## src/rtl/uart_pkg.sv

```systemverilog
// ---------------------------------------------------------------------------
// uart_pkg
// Shared UART definitions for the receiver and the transmitter-side logic:
// default clock/baud, bit-time derivation helpers, receiver FSM encoding and
// the note index constants used by the note mapping.
// No ports (package).
// ---------------------------------------------------------------------------
package uart_pkg;

   localparam int CLK_FREQ_DEF  = 25_000_000;
   localparam int BAUD_RATE_DEF = 115_200;

   // Clock cycles per serial bit (integer division, truncates).
   function automatic int calc_bit_time(input int clk_freq, input int baud_rate);
      return clk_freq / baud_rate;
   endfunction

   // Offset from the start-bit edge to the middle of the start bit.
   function automatic int calc_half(input int bit_time);
      return bit_time / 2;
   endfunction

   typedef enum logic [2:0] {
      ST_IDLE      = 3'd0,
      ST_START     = 3'd1,
      ST_DATA      = 3'd2,
      ST_STOP      = 3'd3,
      ST_WAIT_IDLE = 3'd4
   } uart_state_t;

   localparam logic [2:0] NOTA_DO  = 3'd0;
   localparam logic [2:0] NOTA_MI  = 3'd2;
   localparam logic [2:0] NOTA_SOL = 3'd4;

endpackage

```

## src/rtl/sincronizador_2ff.sv

```systemverilog
// ---------------------------------------------------------------------------
// sincronizador_2ff
// Two-flop synchronizer for a single asynchronous input. The reset value is a
// parameter so idle-high lines (UART RX) and idle-low inputs can share it.
// Ports:
//   clk  - destination clock
//   rst  - asynchronous, active-high reset (both flops take RST_VAL)
//   i_d  - asynchronous input
//   o_q  - synchronized output (two clk cycles of latency)
// ---------------------------------------------------------------------------
module sincronizador_2ff #(
   parameter logic RST_VAL = 1'b1
) (
   input  logic clk,
   input  logic rst,
   input  logic i_d,
   output logic o_q
);

   logic r_meta;
   logic r_sync;

   always_ff @(posedge clk or posedge rst) begin
      if (rst) begin
         r_meta <= RST_VAL;
         r_sync <= RST_VAL;
      end else begin
         r_meta <= i_d;
         r_sync <= r_meta;
      end
   end

   assign o_q = r_sync;

endmodule

```

## src/rtl/uart_rx_nota.sv

```systemverilog
// ---------------------------------------------------------------------------
// uart_rx_nota
// 8N1 UART receiver with mid-bit sampling, framing-error detection and a
// one-stage note decoder (bytes 0..7 become a 3-bit note index).
// Ports:
//   clk           - system clock, rising edge
//   rst           - asynchronous, active-high reset
//   i_rx          - raw serial line, idle high, asynchronous to clk
//   o_rx_data     - last correctly framed byte
//   o_rx_valid    - one-cycle pulse when o_rx_data is updated
//   o_frame_err   - one-cycle pulse when the stop bit samples 0
//   o_busy        - high whenever the receiver FSM is not in IDLE
//   o_nota        - last valid note index
//   o_nota_valid  - one-cycle pulse, cycle after o_rx_valid, byte is a note
//   o_nota_err    - one-cycle pulse, cycle after o_rx_valid, byte >= 8
//   o_dbg_state   - current receiver FSM state encoding
// Pulse outputs carry no handshake: there is no ready, the consumer must
// capture o_rx_data/o_nota in the cycle the matching pulse is high.
// ---------------------------------------------------------------------------
module uart_rx_nota
   import uart_pkg::*;
#(
   parameter int CLK_FREQ  = CLK_FREQ_DEF,
   parameter int BAUD_RATE = BAUD_RATE_DEF
) (
   input  logic       clk,
   input  logic       rst,
   input  logic       i_rx,
   output logic [7:0] o_rx_data,
   output logic       o_rx_valid,
   output logic       o_frame_err,
   output logic       o_busy,
   output logic [2:0] o_nota,
   output logic       o_nota_valid,
   output logic       o_nota_err,
   output logic [2:0] o_dbg_state
);

   localparam int BIT_TIME = calc_bit_time(CLK_FREQ, BAUD_RATE);
   localparam int HALF     = calc_half(BIT_TIME);

   localparam logic [15:0] C_BIT_LAST  = 16'(BIT_TIME - 1);
   localparam logic [15:0] C_HALF_LAST = 16'(HALF - 1);
   localparam logic [2:0]  C_LAST_BIT  = 3'd7;

   if (BIT_TIME < 4) begin : g_bit_time_check
      $error("uart_rx_nota: BIT_TIME must be at least 4 clocks");
   end

   uart_state_t r_state;
   uart_state_t w_next_state;
   logic [15:0] r_cnt;
   logic [2:0]  r_bit_idx;
   logic [7:0]  r_shift;
   logic [7:0]  r_rx_data;
   logic        r_rx_valid;
   logic        r_frame_err;
   logic [2:0]  r_nota;
   logic        r_nota_valid;
   logic        r_nota_err;

   logic w_rx_s;
   logic w_half_end;
   logic w_bit_end;
   logic w_busy;
   logic w_shift_en;
   logic w_stop_ok;
   logic w_stop_bad;

   sincronizador_2ff #(.RST_VAL(1'b1)) u_sync_rx (
      .clk (clk),
      .rst (rst),
      .i_d (i_rx),
      .o_q (w_rx_s)
   );

   assign w_half_end = (r_cnt == C_HALF_LAST);
   assign w_bit_end  = (r_cnt == C_BIT_LAST);

   // FSM: state register
   always_ff @(posedge clk or posedge rst) begin
      if (rst) r_state <= ST_IDLE;
      else     r_state <= w_next_state;
   end

   // FSM: next state
   always_comb begin
      w_next_state = r_state;
      case (r_state)
         ST_IDLE:      if (!w_rx_s) w_next_state = ST_START;
         // A start bit that is high again at its middle is treated as noise.
         ST_START:     if (w_half_end) w_next_state = w_rx_s ? ST_IDLE : ST_DATA;
         ST_DATA:      if (w_bit_end && (r_bit_idx == C_LAST_BIT)) w_next_state = ST_STOP;
         ST_STOP:      if (w_bit_end) w_next_state = w_rx_s ? ST_IDLE : ST_WAIT_IDLE;
         // A held-low line must go high before another frame is hunted,
         // so a break reports a single framing error.
         ST_WAIT_IDLE: if (w_rx_s) w_next_state = ST_IDLE;
         default:      w_next_state = ST_IDLE;
      endcase
   end

   // FSM: outputs / strobes
   always_comb begin
      w_busy     = (r_state != ST_IDLE);
      w_shift_en = (r_state == ST_DATA) && w_bit_end;
      w_stop_ok  = (r_state == ST_STOP) && w_bit_end && w_rx_s;
      w_stop_bad = (r_state == ST_STOP) && w_bit_end && !w_rx_s;
   end

   // Bit timing counter, bit index and shift register
   always_ff @(posedge clk or posedge rst) begin
      if (rst) begin
         r_cnt     <= 16'd0;
         r_bit_idx <= 3'd0;
         r_shift   <= 8'd0;
      end else begin
         case (r_state)
            ST_START:         r_cnt <= w_half_end ? 16'd0 : r_cnt + 16'd1;
            ST_DATA, ST_STOP: r_cnt <= w_bit_end  ? 16'd0 : r_cnt + 16'd1;
            default:          r_cnt <= 16'd0;
         endcase
         if (r_state == ST_IDLE) begin
            r_bit_idx <= 3'd0;
         end
         if (w_shift_en) begin
            r_shift   <= {w_rx_s, r_shift[7:1]};  // LSB first
            r_bit_idx <= r_bit_idx + 3'd1;
         end
      end
   end

   // Byte output and note decode stage
   always_ff @(posedge clk or posedge rst) begin
      if (rst) begin
         r_rx_data    <= 8'd0;
         r_rx_valid   <= 1'b0;
         r_frame_err  <= 1'b0;
         r_nota       <= NOTA_DO;
         r_nota_valid <= 1'b0;
         r_nota_err   <= 1'b0;
      end else begin
         r_rx_valid  <= w_stop_ok;
         r_frame_err <= w_stop_bad;
         if (w_stop_ok) r_rx_data <= r_shift;
         // Decode the byte published in the previous cycle.
         r_nota_valid <= r_rx_valid && (r_rx_data[7:3] == 5'd0);
         r_nota_err   <= r_rx_valid && (r_rx_data[7:3] != 5'd0);
         if (r_rx_valid && (r_rx_data[7:3] == 5'd0)) r_nota <= r_rx_data[2:0];
      end
   end

   assign o_rx_data    = r_rx_data;
   assign o_rx_valid   = r_rx_valid;
   assign o_frame_err  = r_frame_err;
   assign o_busy       = w_busy;
   assign o_nota       = r_nota;
   assign o_nota_valid = r_nota_valid;
   assign o_nota_err   = r_nota_err;
   assign o_dbg_state  = r_state;

endmodule

```

## config.mk

```make
export PLATFORM = sky130hd
export DESIGN_NAME = uart_rx_nota
export DESIGN_NICKNAME = d
export VERILOG_FILES = /design/src/rtl/uart_pkg.sv /design/src/rtl/sincronizador_2ff.sv /design/src/rtl/uart_rx_nota.sv
export SDC_FILE = /design/constraint.sdc
export NUM_CORES = 1
export LEC_CHECK = 0
export ABC_AREA = 1
export ABC_CLOCK_PERIOD_IN_PS = 3200
export BUFFER_PORTS_ARGS = -buffer_cell sky130_fd_sc_hd__buf_2
export CAP_MARGIN = 10
export CELL_PAD_IN_SITES_DETAIL_PLACEMENT = 1
export CELL_PAD_IN_SITES_GLOBAL_PLACEMENT = 2
export CORE_ASPECT_RATIO = 0.7
export CORE_MARGIN = 5
export CORE_UTILIZATION = 30
export CTS_CLUSTER_DIAMETER = 150
export DETAILED_ROUTE_END_ITERATION = 6
export PLACE_DENSITY_LB_ADDON = 0.1
export SLEW_MARGIN = 20
export SYNTH_ARGS = -nofsm -noshare
export SYNTH_HDL_FRONTEND = slang
export SYNTH_SLANG_ARGS = --single-unit
```

## constraint.sdc

```tcl
create_clock -name clk -period 3.2 [get_ports clk]
set_input_delay 0.64 -clock clk [delete_from_list [all_inputs] [get_ports clk]]
set_output_delay 0.64 -clock clk [all_outputs]
set_load 0.02 [all_outputs]
```

* After elaboration in Yosys (flattened, before gate mapping)
Index checks and enable logic that the tools add are counted.
Cells by class: add/sub/neg operators 2, reductions and logical operators 15, mux-type cells 13, equal/unequal tests 12
Operators by type and width (count):
- 2-to-1 mux 16 bit | 2
- case mux 16 bit (2 select lines) | 1
- 2-to-1 mux 3 bit | 8
- adder 16 x 1 -> 16 bit (second input constant) | 1
- equality test 16 x 7 -> 1 bit (second input constant) | 1
- equality test 16 x 8 -> 1 bit (second input constant) | 1
- case mux 3 bit (5 select lines) | 1
- != test 2 bit (second input constant) | 4
- logical AND 1 bit | 7
- equality test 3 x 2 -> 1 bit (second input constant) | 2
- equality test 3 bit (second input constant) | 2
- logical NOT 5 bit | 1
- AND reduction 5 bit | 1
- nonzero test 5 bit | 1
- adder 3 x 1 -> 3 bit (second input constant) | 1
- equality test 3 x 1 -> 1 bit (second input constant) | 1
- logical NOT 3 bit | 1
- nonzero test 3 bit | 1
- 2-to-1 mux 2 bit | 1
- != test 2 x 1 -> 1 bit (second input constant) | 1
- nonzero test 2 bit | 1
- OR reduction 2 bit | 1
- logical NOT 1 bit | 1
Word-level totals: flip-flop bits (word level) 47, bits of input ports 3

* Logic depth before layout (Yosys ltp)
Gate-level depths: netlist of run 1.
word-level depth 4, mapped depth 10, mapped depth without buffers 10

* Hierarchy
From an unflattened synthesis of run 1, not the netlist that was laid out.
Second synthesis, totals: cell total of the unflattened synthesis 266, area total of the unflattened synthesis 2278.4 um^2
Modules (own cells, without submodules):
- uart_rx_nota | cells each 263, times used 1, seq. area each 1126.1 um^2, area each 2222.1 um^2
- sincronizador_2ff | cells each 3, times used 1, seq. area each 52.6 um^2, area each 56.3 um^2

* Least setup slack after synthesis of run 1
No wires, ideal clock.
path kind register to output, from register r_state[2], in the netlist o_dbg_state[2], to output o_busy, cell stages (with the launch flop) 3, required time 2560 ps, buffers on the path 0, setup slack 1735 ps, arrival time 825 ps, cells stage by stage dfrtp_1 -> nor2_1 -> nand2_1
Between the ends: cells in the longest elaborated chain, start to end 1
RTL lines:
- start, declared | line uart_rx_nota.sv:50 | uart_state_t r_state;
- start signal, assigned | line uart_rx_nota.sv:83 | else r_state <= w_next_state;
- nonzero test 3 bit | line uart_rx_nota.sv:104 | w_busy = (r_state != ST_IDLE);
- end, declared | line uart_rx_nota.sv:32 | output logic o_busy,
Every way passes these cells.

* Worst setup path in the final report of run 1
Ends and elaborated chain as after synthesis.

==> qor.yml, run 1 <==
run_status:
  status: "finished clean"
yosys:
  synth-main-ff-cell: "dfrtp_1"
  netlist_instances: 247
  synthArstFlopShare_pct: 100
  synth_area_leaders: "dfrtp_1 50%, nand2_1 10%, o21ai_2 6.2%"
  yosysSeqAreaShare_pct: 52.3
  yosys.area.top_type_share_pct: 50.0
  synth_top_area_cell: "dfrtp_1"
  yosys_warnings: 0
  synth.avg_cell_area_um2: 9.12
  syn_nets: 254
  syn-cell-area_um2: 2250
  synth_seq_cells: 47
  ys_top_cells_by_count: "60 x nand2_1, 45 x dfrtp_1, 31 x nor2_1"
  synth-edff-count: 0
  ys_types: 28
  yosysMostFrequentCell: "nand2_1"
worst_setup_path:
  reg2reg_depth: 7
  cp.arrival_ps: 1240
  path_class: "reg -> out"
  regToRegEndpoint: "r_cnt[14]$_DFF_PP0_"
  critPathLaunch: "o_dbg_state[2]$_DFFE_PP0P_"
  critPathLaunchType: "flip-flop"
  regToRegStartpoint: "r_cnt[0]$_DFF_PP0_"
  worstPathRequired_ps: 2560
  cp-end-kind: "primary output"
  reg2reg_slack_ps: 1480
  critPathMaxFanout: 7
cts:
  post_cts_buffers: 0
  cts.reportedPaths.clkPinSlew_ps: 90
  clock_path_buffers: 2
  clk_latency_ps: 300
  cts_resized: 0
  cts_sinks: 47
  cts_tree: "built"
  htreeDepth: 2
  cts_hold_buf: 0
  clockRootBuffer: "clkbuf_8"
  cts_buffers: 5
timing:
  maxSlewHeadroom_pct: 55.1
  worstMarginPinSlew_ps: 673
  fmax_ghz: 0.531
  finalSetupViolCount: 0
  finalCriticalPeriod_ps: 1880
  hold_violations: 0
  finalSetupTns_ps: 0
  rsz0062_at_grt: "no"
  slew_violations: 0
  finClkSkew_ps: 12.8
  whs_ps: 361
  layout_setup_ws_ps: 1320
  period_share_pct: 58.8
hold_path:
  hold_start: "u_sync_rx.r_meta$_DFF_PP1_"
  hold_path_class: "reg -> reg"
  hold_path_depth: 0
  hold_end: "u_sync_rx.o_q$_DFF_PP1_"
flow_run:
  max_cap_viol_count: 0
cells_and_area:
  area_delta_synth_final_pct: 12.7
  final_cell_area_um2: 2540
  diodes: 0
  fin_nets: 280
  multi_input_area_um2: 907
  fill_cells: 884
  fin_cells: 372
  fin_util_pct: 34.7
  regArea_um2: 1180
  drive_above_1_share_pct: 25.2
global_route:
  first_global_vias: 1589
  grt_overflow: 0
  antenna_found_initial: 0
  grtUsageTotal_pct: 11.4
  grt_max_degree: 32
  grt_pass1_wl_um: 8220
drt:
  num_vias: 1619
  drcViolationCount: 0
  viasPerCell: 4.35
  detail_route.wirelength_um: 4890
  routedWlPerCell_um: 13.1
  antenna_left: 0
  drt-initial-drc-count: 75
  first_pass_iters: 4
placement:
  post-place-ws_ps: 1480
  place_area_um2: 2450
  placed_cells: 364
  place_congestion: 0.699
  io_buffers: 21
  dp_hpwl_um: 3670
power_and_ir_drop:
  p_per_area_nw_per_um2: 386
  ir_drop_mv: 0.154
  power.leakage_nw: 1.26
  finalPower_mw: 0.980
floorplan:
  fp.dieW_um: 114
  dieArea_um2: 9370
  die_y_um: 82.5
  ios: 22
  start_util_pct: 30.8
  row_count: 26
  coreArea_um2: 7320
==> cell usage in the layout, fill, tap and decap left out, drive strengths merged <==
master and instances:
nand3b 1, nor2 36, a21oi 5, nand3 15, xnor2 4, inv 30, o22ai 1, xor2 8
dfrtp 45, nor3 2, clkbuf 5, clkinvlp 2, o21ai 17, clkinv 2, nand2 64, nor3b 1
ha 4, dfstp 2, nor4 1, or2 1, nand4 5, buf 23
==> worst max-delay path by stage <==
stage	slack, ps	cells after the start	end
2_1_floorplan	1450	1	o_dbg_state[0]$_DFFE_PP0P_
3_3_place_gp	1520	9	r_bit_idx[0]$_DFFE_PP0P_
3_5_place_dp	1480	7	r_cnt[14]$_DFF_PP0_
4_1_cts	1280	3	o_busy
5_1_grt	1200	3	o_busy
6_report	1320	3	o_busy
==> logic make-up (layout without fill, tap and decap cells) <==
family	after synthesis	after routing	synth area share, %
XOR/XNOR	12	12	4.67
buffers and inverters	35	62	7.39
flip-flops	47	47	52.3
AO/OA/AOI/OAI	23	23	7.83
AND/OR/NAND/NOR	126	126	25.6
adder cells (fa/ha/maj)	4	4	2.22
==> flip-flops by register name, summed over array words and instances (netlist names), 3 cells and up <==
register and cells:
r_cnt 16, o_rx_data 8, r_shift 8, o_dbg_state 3, o_nota 3, r_bit_idx 3
==> routing by layer <==
metal  up-vias  track usage, %  share of wire, %
met2        24            14.7                36
met3         5            2.91               4.1
met5         -               0                 0
met1       762            18.1                59
li1        828               -                 -
met4         0            2.88              0.86
==> layout make-up <==
class	count	share of cell area (%)
sequential	47	46.4
multi-input combinational	165	35.7
tap	98	4.83
inverter	31	4.78
timing repair buffer	23	4.73
clock buffer	5	2.71
clock inverter	3	0.789
==> power breakdown <==
group | total (mW) | switching (mW) | internal (mW)
combinational | 0.0163 | 0.0132 | 0.00308
clock | 0.366 | 0.214 | 0.153
sequential | 0.598 | 0.00182 | 0.596
total | 0.980 | 0.229 | 0.751
==> critical path: stages, from the launching register on <==
cell,delay (ps)
dfrtp_1,470
nor2_1,170
nand2_1,130
buf_2,180
No activity file was read; power rests on OpenSTA's default activity.
==> run 2, diff against run 1 <==
ABC_AREA = 0   (was 1)
ABC_CLOCK_PERIOD_IN_PS = 1500   (was 3200)
clock period = 1.5 ns   (was 3.2 ns; I/O delays follow)
==> qor.yml, run 2 <==
floorplan:
  fp.dieW_um: 110  # -3.3%
  coreArea_um2: 6760  # -7.7%
  start_util_pct: 30.9  # +0.18 points
  die_y_um: 79.8  # -3.2%
  dieArea_um2: 8770  # -6.4%
  ios: 22  # unchanged
  row_count: 25  # -3.8%
cts:
  cts_sinks: 47  # unchanged
  cts_tree: "built"
  clk_latency_ps: 300  # about the same
  clock_path_buffers: 2  # unchanged
  clockRootBuffer: "clkbuf_8"
  cts.reportedPaths.clkPinSlew_ps: 80  # about the same
  cts_buffers: 5  # unchanged
  htreeDepth: 2  # unchanged
  cts_hold_buf: 0  # unchanged
yosys:
  synth_seq_cells: 47  # unchanged
  yosys_warnings: 0  # unchanged
  ys_top_cells_by_count: "45 x dfrtp_1, 22 x nor2_1, 19 x mux2_2"
  yosys.area.top_type_share_pct: 53.9  # +3.9 points
  netlist_instances: 179  # -28%
  synth_top_area_cell: "dfrtp_1"
  synth.avg_cell_area_um2: 11.7  # +28%
  yosysMostFrequentCell: "dfrtp_1"
  synth_area_leaders: "dfrtp_1 54%, mux2_2 10%, xnor2_1 5.4%"
  synthArstFlopShare_pct: 100  # unchanged
  yosysSeqAreaShare_pct: 56.4  # +4.0 points
  synth-main-ff-cell: "dfrtp_1"
  syn-cell-area_um2: 2090  # -7.2%
  ys_types: 31  # +11%
  syn_nets: 186  # -27%
  synth-edff-count: 0  # unchanged
timing:
  worstMarginPinSlew_ps: 363  # -310 ps
  whs_ps: 28.8  # -332 ps
  period_share_pct: 153
  finalCriticalPeriod_ps: 2290
  fmax_ghz: 0.437
  layout_setup_ws_ps: -790  # -2110 ps
  hold_violations: 0  # unchanged
  rsz0062_at_grt: "yes"
  slew_violations: 0  # unchanged
  maxSlewHeadroom_pct: 75.6  # +20 points
  finalSetupViolCount: 44  # +44
  finClkSkew_ps: 5.07  # -7.74 ps
worst_setup_path:
  critPathLaunch: "r_cnt[8]$_DFF_PP0_"
  crit_end: "o_rx_data[6]$_DFFE_PP0P_"
  critPathLaunchType: "flip-flop"
  cp.arrival_ps: 2480  # +1240 ps
  cp-end-kind: "flip-flop"
  reg2reg_depth: 5  # -2
  path_class: "reg -> reg"
  critPathMaxFanout: 8  # +1
  regToRegStartpoint: "r_cnt[8]$_DFF_PP0_"
  reg2reg_slack_ps: -790  # -2270 ps
  worstPathRequired_ps: 1690  # -870 ps
  regToRegEndpoint: "o_rx_data[6]$_DFFE_PP0P_"
placement:
  place_congestion: 0.771  # +10%
  dp_hpwl_um: 3820  # +4.0%
  post-place-ws_ps: -772  # -2250 ps
  io_buffers: 21  # unchanged
global_route:
  grt_pass1_wl_um: 9350  # +14%
  grt_use_met1_pct: 20.0  # +1.9 points
  first_global_vias: 1774  # +12%
  use_met2_pct: 20.8  # +6.1 points
  grt_overflow: 0  # unchanged
  grtUsageTotal_pct: 13.9  # +2.5 points
  gr-max-usage-layer: "met2"
  antenna_found_initial: 0  # unchanged
  grt_max_degree: 48  # +50%
  gr-usage-met3_pct: 2.99  # +0.078 points
cells_and_area:
  layout_common_cells: "44 x dfrtp_1, 43 x buf_4, 21 x nor2_1, 20 x buf_2, 17 x mux2_4"
  area_delta_synth_final_pct: 44.0
  multi_input_area_um2: 977  # +7.7%
  final_common_cell: "dfrtp_1"
  regArea_um2: 1180  # +0.11%
  diodes: 0  # unchanged
  fin_nets: 263  # -6.1%
  drive_above_1_share_pct: 47.5  # +22 points
  regMostFlops: "r_cnt"
  fill_cells: 764  # -14%
  largest_reg_flops: 16  # unchanged
power_and_ir_drop:
  ir_drop_mv: 0.332  # +120%
  power.leakage_nw: 1.49  # +18%
  finalPower_mw: 2.28  # +130%
  p_per_area_nw_per_um2: 757  # +96%
run_status:
  violations: "setup timing"
  status: "finished, violations left"
drt:
  first_pass_iters: 4  # unchanged
  drt-initial-drc-count: 39  # -48%
  detail_route.wirelength_um: 5400  # +11%
  num_vias: 1597  # -1.4%
  drcViolationCount: 0  # unchanged
  antenna_left: 0  # unchanged
  viasPerCell: 4.55  # +4.5%
  routedWlPerCell_um: 15.4  # +17%
flow_run:
  max_cap_viol_count: 0  # unchanged
hold_path:
  hold_path_class: "in -> async"
run 2: changes by cell type in the layout (fill, tap and decap cells not counted), moves of 5 or more:
cell,change
o21ai_2,-16
a21oi_1,-5
buf_4,+41
xnor2_1,+9
nand2_1,-49
nand3_1,-7
xor2_1,-7
inv_1,-17
or4_4,+5
nor4_1,+5
buf_6,+7
nor2_1,-10
mux2_4,+17
run 2: final cells by class:
type / instances / share of cell area (%)
sequential: 47 / 39.2
inverter: 10 / 1.25
clock buffer: 6 / 2.74
tap: 94 / 3.91
timing repair buffer: 74 / 19.3
clock inverter: 2 / 1.16
multi-input combinational: 118 / 32.4
run 2: cell families (layout without fill, tap and decap cells):
family                   after synthesis  count (layout)  synth area share, %
AND/OR/NAND/NOR                       71              71                 18.4
flip-flops                            47              47                 56.4
multiplexers                          23              23                 12.1
XOR/XNOR                              14              14                 5.86
buffers and inverters                 14              92                 2.75
AO/OA/AOI/OAI                          6               6                 2.09
adder cells (fa/ha/maj)                4               4                 2.39
run 2: where the power goes:
part	internal, mW	leakage (nW)	switching (mW)
clock network	0.539	0.0612	0.426
registers	1.27	0.633	0.00117
logic	0.0120	0.795	0.0318
total	1.82	1.49	0.459
run 2: how the worst min path moves through the flow:
stage | from | end | slack, ps
floorplan | i_rx | u_sync_rx.r_meta$_DFF_PP1_ | 300
detailed placement | u_sync_rx.r_meta$_DFF_PP1_ | u_sync_rx.o_q$_DFF_PP1_ | 350
finish | rst | r_cnt[12]$_DFF_PP0_ | 30
CTS | rst | r_cnt[15]$_DFF_PP0_ | 20
global placement | u_sync_rx.r_meta$_DFF_PP1_ | u_sync_rx.o_q$_DFF_PP1_ | 350
global route | rst | r_cnt[12]$_DFF_PP0_ | 40
run 2: what timing repair did:
item,CTS,global route
buffers inserted,7,1
gates resized for setup,24,12
setup endpoints to repair,45,45
pin swaps,5,3
run 2: per-layer routing:
layer  wire length [µm]  vias to the layer above
met4                 46                        0
met2               2430                       17
li1                   -                      768
met3                163                        6
met1               2760                      806
met5                  0                        -
run 2: worst max-delay path, stage by stage, from the launching register on:
cell	delay, ps
dfrtp_1	390
or4_4	530
or4_4	570
nor3_4	220
buf_12	160
mux2_4	300
run 2: per-stage QoR:
stage | util [%] | area, µm² | std cells | TNS, ps
after floorplan | - | 2120 | 179 | -28630
after global placement | 40.1 | 2710 | 336 | -26840
after detailed placement | 40.1 | 2710 | 336 | -28290
after CTS | 43.9 | 2960 | 350 | -28020
after global routing | 44.6 | 3010 | 351 | -30950
final | 44.6 | 3010 | 351 | -27560
